**config.mk**
```make
export PLATFORM = sky130hd
export DESIGN_NAME = accum_cpu_controller
export DESIGN_NICKNAME = d
export VERILOG_FILES = /design/src/rtl/accum_cpu_pkg.sv /design/src/rtl/accum_cpu_controller.sv
export SDC_FILE = /design/constraint.sdc
export NUM_CORES = 1
export LEC_CHECK = 0
export ABC_AREA = 0
export CAP_MARGIN = 20
export CELL_PAD_IN_SITES_DETAIL_PLACEMENT = 0
export CELL_PAD_IN_SITES_GLOBAL_PLACEMENT = 2
export CORE_MARGIN = 2
export CORE_UTILIZATION = 30
export DETAILED_ROUTE_END_ITERATION = 7
export PLACE_DENSITY_LB_ADDON = 0.1
export SLEW_MARGIN = 25
export SYNTH_ARGS = -nofsm -noshare
export SYNTH_HDL_FRONTEND = slang
export SYNTH_SLANG_ARGS = --single-unit
```
**constraint.sdc**
```tcl
create_clock -name clk -period 4.1 [get_ports clk]
set_clock_uncertainty 0.1 [all_clocks]
set_input_delay 1.23 -clock clk [delete_from_list [all_inputs] [get_ports clk]]
set_output_delay 1.23 -clock clk [all_outputs]
set_load 0.01 [all_outputs]
```
**src/rtl/accum_cpu_pkg.sv**
```systemverilog
// Shared definitions for the 8-bit accumulator CPU: opcodes, controller states, width defaults.
package accum_cpu_pkg;

  localparam int DEF_DATA_W = 8;
  localparam int DEF_ADDR_W = 5;

  localparam logic [2:0] OP_HLT = 3'b000;
  localparam logic [2:0] OP_SKZ = 3'b001;
  localparam logic [2:0] OP_ADD = 3'b010;
  localparam logic [2:0] OP_AND = 3'b011;
  localparam logic [2:0] OP_XOR = 3'b100;
  localparam logic [2:0] OP_LDA = 3'b101;
  localparam logic [2:0] OP_STA = 3'b110;
  localparam logic [2:0] OP_JMP = 3'b111;

  typedef enum logic [2:0] {
    FETCH   = 3'd0,
    LOAD_IR = 3'd1,
    OPERAND = 3'd2,
    EXEC    = 3'd3,
    WB      = 3'd4,
    HALT    = 3'd5
  } state_t;

endpackage

```
**src/rtl/accum_cpu_controller.sv**
```systemverilog
// Multi-cycle fetch/decode/execute sequencer for the accumulator CPU; owns AC, PC, IR, OPR, carry.
// Optional macro CTRL_SKIP_CARRY_EN turns SKZ with A[0]=1 into skip-on-carry.
module accum_cpu_controller
  import accum_cpu_pkg::*;
#(
  parameter int               DATA_W   = DEF_DATA_W,
  parameter int               ADDR_W   = DEF_ADDR_W,
  parameter logic [ADDR_W-1:0] RESET_PC = '0
) (
  input  logic              clk,
  input  logic              reset,
  input  logic              start,
  output logic [ADDR_W-1:0] mem_addr,
  output logic              mem_rd,
  output logic              mem_wr,
  output logic [DATA_W-1:0] mem_wdata,
  input  logic [DATA_W-1:0] mem_rdata,
  output logic [DATA_W-1:0] add_a,
  output logic [DATA_W-1:0] add_b,
  input  logic [DATA_W-1:0] add_result,
  input  logic              add_cout,
  output logic [DATA_W-1:0] ac,
  output logic              carry,
  output logic              zero,
  output logic              halted,
  output state_t            dbg_state
);

  state_t                      state, state_nxt;
  logic [ADDR_W-1:0]           pc;
  logic [DATA_W-1:0]           ir, opr;
  logic [DATA_W-ADDR_W-1:0]    opcode;
  logic [ADDR_W-1:0]           a_field;
  logic                        skip;

  assign opcode    = ir[DATA_W-1:ADDR_W];
  assign a_field   = ir[ADDR_W-1:0];
  assign zero      = (ac == '0);
  assign halted    = (state == HALT);
  assign add_a     = ac;
  assign add_b     = opr;
  assign mem_wdata = ac;
  assign dbg_state = state;

`ifdef CTRL_SKIP_CARRY_EN
  assign skip = a_field[0] ? carry : zero;
`else
  assign skip = zero;
`endif

  always_ff @(posedge clk) begin
    if (reset) state <= FETCH;
    else       state <= state_nxt;
  end

  always_comb begin
    state_nxt = state;
    case (state)
      FETCH:   state_nxt = LOAD_IR;
      LOAD_IR: state_nxt = OPERAND;
      OPERAND: state_nxt = EXEC;
      EXEC: begin
        if (opcode == OP_HLT)      state_nxt = HALT;
        else if (opcode == OP_ADD) state_nxt = WB;
        else                       state_nxt = FETCH;
      end
      WB:      state_nxt = FETCH;
      HALT:    state_nxt = start ? FETCH : HALT;
      default: state_nxt = FETCH;
    endcase
  end

  // Memory: mem_rd returns data on the following cycle; mem_wr commits mem_addr/mem_wdata
  // at the edge it is high. Both strobes are forced low while reset is asserted.
  always_comb begin
    mem_addr = pc;
    mem_rd   = 1'b0;
    mem_wr   = 1'b0;
    case (state)
      FETCH: mem_rd = 1'b1;
      OPERAND: begin
        mem_addr = a_field;
        mem_rd   = (opcode == OP_ADD) || (opcode == OP_AND) ||
                   (opcode == OP_XOR) || (opcode == OP_LDA);
      end
      EXEC: begin
        mem_addr = a_field;
        mem_wr   = (opcode == OP_STA);
      end
      default: ;
    endcase
    if (reset) begin
      mem_rd = 1'b0;
      mem_wr = 1'b0;
    end
  end

  always_ff @(posedge clk) begin
    if (reset) begin
      pc    <= RESET_PC;
      ac    <= '0;
      ir    <= '0;
      opr   <= '0;
      carry <= 1'b0;
    end else begin
      case (state)
        LOAD_IR: begin
          ir <= mem_rdata;
          pc <= pc + ADDR_W'(1);
        end
        EXEC: begin
          case (opcode)
            OP_ADD: opr <= mem_rdata;
            OP_AND: ac  <= ac & mem_rdata;
            OP_XOR: ac  <= ac ^ mem_rdata;
            OP_LDA: ac  <= mem_rdata;
            OP_JMP: pc  <= a_field;
            OP_SKZ: if (skip) pc <= pc + ADDR_W'(1);
            default: ;
          endcase
        end
        // Adder sees AC and the OPR captured in EXEC, so its result is stable here.
        WB: begin
          ac    <= add_result;
          carry <= add_cout;
        end
        default: ;
      endcase
    end
  end

endmodule

```
==> impl_metrics.ini <==
[outcome]
outcome = finished, final reports clean

[yosys]
yosys.cell_count.top_type = sky130_fd_sc_hd__mux2i_1
synth_fp_nets = 253
post-synth-top-area-fraction_pct = 31.7
yosys_warns = 0
synth_area_leaders = sky130_fd_sc_hd__dfxtp_1, sky130_fd_sc_hd__mux2i_1, sky130_fd_sc_hd__ha_1
number_of_enable_flip_flop_cells_after_synthesis = 0
synth_adder_area_share_pct = 6.00
synth_flop_cell = sky130_fd_sc_hd__dfxtp_1
post_synthesis_cell_area_sq_um = 2090
netlist_instances = 223
netlist_top_cells_count = sky130_fd_sc_hd__mux2i_1, sky130_fd_sc_hd__dfxtp_1, sky130_fd_sc_hd__nor2_1, sky130_fd_sc_hd__buf_4, sky130_fd_sc_hd__inv_1
synth_compound_gate_area_share_pct = 15.1
ff_latch_count_synth = 33
synth_simple_gate_area_share_pct = 16.4
parity_gate_share_of_the_synthesized_area_counting_xor_and_xnor_cells_pct = 0.840
synth_seq_area_share_pct = 31.7
synth_top_family_by_area = multiplexers
postSynth.asyncResetShare_pct = 0
syn-mean-instance-area_sq_um = 9.35
post_synthesis_mux_area_share_pct = 19.5
post_synth_num_cell_types = 45
synth_largest_area_cell = sky130_fd_sc_hd__dfxtp_1

[critical_path]
critical_path.n_buffers_inverters = 2
r2r.worst_path.cells = 4
path_depth = 3
delay_contributed_by_the_slowest_stage_of_the_critical_path_ps = 610
critical_register_to_register_path_endpoint = pc[0]
startpoint_type = input port
critical_path.slowest_cell = sky130_fd_sc_hd__clkdlybuf4s50_1
crit_path_cell_trace = clkdlybuf4s50_1 > a2111oi_0 > clkdlybuf4s50_1
endpoint = mem_rd
cp.arrival_ps = 2640
setup.worst_path.start = reset
cell_family_with_the_largest_share_of_critical_path_delay = buffers and inverters
worstSetupPathType = input port to output pin
worst_r2r_startpoint = ir[5]
reg2reg_slack_ps = 1940
critical_path_required_ps = 2770
path_common_cell = sky130_fd_sc_hd__clkdlybuf4s50_1
timing.critical_path.fanout_max = 4
worst_setup_path_end_kind = output pin

[detailed_routing]
route.antenna.remaining_nets = 0
drc = 0
drtPass1Iterations = 4
dr.first_iter.drc_count = 57
drt-total-wl_mm = 5.58
route.detailed.vias_per_inst = 4.93
detail_route.wl_per_cell_um = 15.9
via_count = 1727

[clock_network]
clk_transition_reported_paths_ps = 70
clock_sinks = 33
cts.root.buffer_cell = sky130_fd_sc_hd__clkbuf_8
htree_levels = 2
postCtsSetupRepairBufs = 0
clock_path_buffers = 2
number_of_buffers_added_to_fix_hold_violations_after_cts = 0
post_cts_resize_count = 0
clock_tree_from_tritoncts = yes
cts-buffers-inserted = 5
worstSkewPairLatency_ps = 290

[grt]
grt_pass1_wl_mm = 9.16
number_of_global_route_vias_before_repair = 1737
grt_start_max_net_pins = 22
global_route.usage.total_pct = 15.7
antenna_found_initial = 0
global_route.overflow_total = 0

[floorplan]
die_area_sq_um = 7640
initial_core_utilization_pct = 30.9
placementRows = 30
core_region_area_sq_um = 6760
die_width_um = 87.4
pin_count = 65
die-height_um = 87.4

[final_layout]
regArea_sq_um = 661
post-route-cell-area_sq_um = 2790
finish.net_count = 299
layout-drive-gt1-share_pct = 10.7
antennaDiodeCount = 0
multiInputGateArea_sq_um = 1200
area_growth_pct = 33.7
n_fill_cell = 718

[sta]
maxSlewHeadroom_pct = 53.8
final_period_minus_worst_setup_slack_ps = 3970
timing_worst_slew_pin_value_ps = 688
setup_tns_ps = 0
clock.fmax_mhz = 252
final.period_utilization_pct = 96.7
hold_viol_final = 0
final-max-slew-violation-count = 0
rsz0062_at_grt = false
timing.final.setup_violations = 0

[power]
internal_power_mw = 0.611
combinationalPowerShare_pct = 21.0
cellPowerDensity_nw_per_um2 = 308
peakVddDrop_mv = 0.133
seq_power_share_pct = 42.0
p_sw_mw = 0.249
cellLeakagePower_nw = 1.12
power.switching_fraction_pct = 29.0
pwr-share-clk_pct = 37.0

[hold_path]
worst_hold_path_type = register to register

[placement]
numPortBuffers = 64
finalWeightedCongestion = 0.759
postPlaceCellArea_sq_um = 2670
dp.final_hpwl_mm = 4.08

[run]
max_cap_violations = 0
[flip-flops by register name, summed over array words and instances, names as in the netlist]
name	count
ir	8
pc	5
dbg_state	3
add_b	8
carry	1
ac	8
[through the flow]
stage	total power [mW]	hold slack [ps]	worst slack, ps	utilization (%)	instances
detailed placement	0.551	351	115	39.6	342
global placement	0.551	343	111	39.6	342
finish	0.860	354	134	41.3	350
global route	0.909	379	20.3	41.3	350
floorplan	0.478	351	768	-	223
CTS	0.875	362	113	41.3	350
[power groups by stage]
stage	Combinational (mW)	Clock, mW	Sequential, mW
2_1_floorplan	0.123	0	0.355
3_3_place_gp	0.182	0	0.369
3_5_place_dp	0.182	0	0.369
4_1_cts	0.183	0.330	0.362
5_1_grt	0.201	0.343	0.366
6_report	0.181	0.318	0.361
[cells in the final DEF (no fill, tap or decap), drive strengths merged, types with 2 or more instances in the layout]
cell and count:
o32ai 3, clkbuf 5, a21oi 7, nand3b 3, or3 2, o21ai 4
and2 2, nor2b 2, inv 12, nand2 7, o22ai 8, clkdlybuf4s50 64
a211oi 2, dfxtp 33, ha 10, mux2 5, and3 2, buf 3
or4 2, nand2b 5, o2bb2ai 8, nor3 5, nor2 22, nand3 2
mux2i 35
[cell families after synthesis]
kind of cell | Yosys count
flip-flops | 33
AO/OA/AOI/OAI | 40
XOR/XNOR | 2
buffers and inverters | 40
adder cells (fa/ha/maj) | 10
AND/OR/NAND/NOR | 58
multiplexers | 40
[worst min path at each step]
stage               startpoint  slack, ps     to  cells past startpoint
finish                   carry        350  carry                      2
global route             carry        380  carry                      2
CTS                      carry        360  carry                      2
detailed placement       carry        350  carry                      2
global placement         carry        340  carry                      2
floorplan                pc[4]        350  pc[4]                      2
[layout make-up]
| cell class | instances | area share, % |
|---|---|---|
| Clock buffer | 5 | 2.47 |
| Inverter | 12 | 1.62 |
| Multi-Input combinational cell | 150 | 43.2 |
| Clock inverter | 3 | 1.66 |
| Timing Repair Buffer | 67 | 23.8 |
| Sequential cell | 33 | 23.7 |
| Tap cell | 80 | 3.59 |
[worst min-delay path, stage by stage (launching register included)]
cell,delay (ps)
sky130_fd_sc_hd__dfxtp_1,310
sky130_fd_sc_hd__nand2_1,50
sky130_fd_sc_hd__a21oi_1,50
[per-layer routing]
metal / vias up / share of wire, % / global-route usage [%]
met3: 2 / 4.2 / 4.27
met4: 0 / 0.48 / 3.36
met1: 804 / 48 / 21.8
met5: - / 0 / 0
li1: 875 / - / -
met2: 46 / 47 / 24.3
Note: power is estimated with default switching activity, not from simulation.
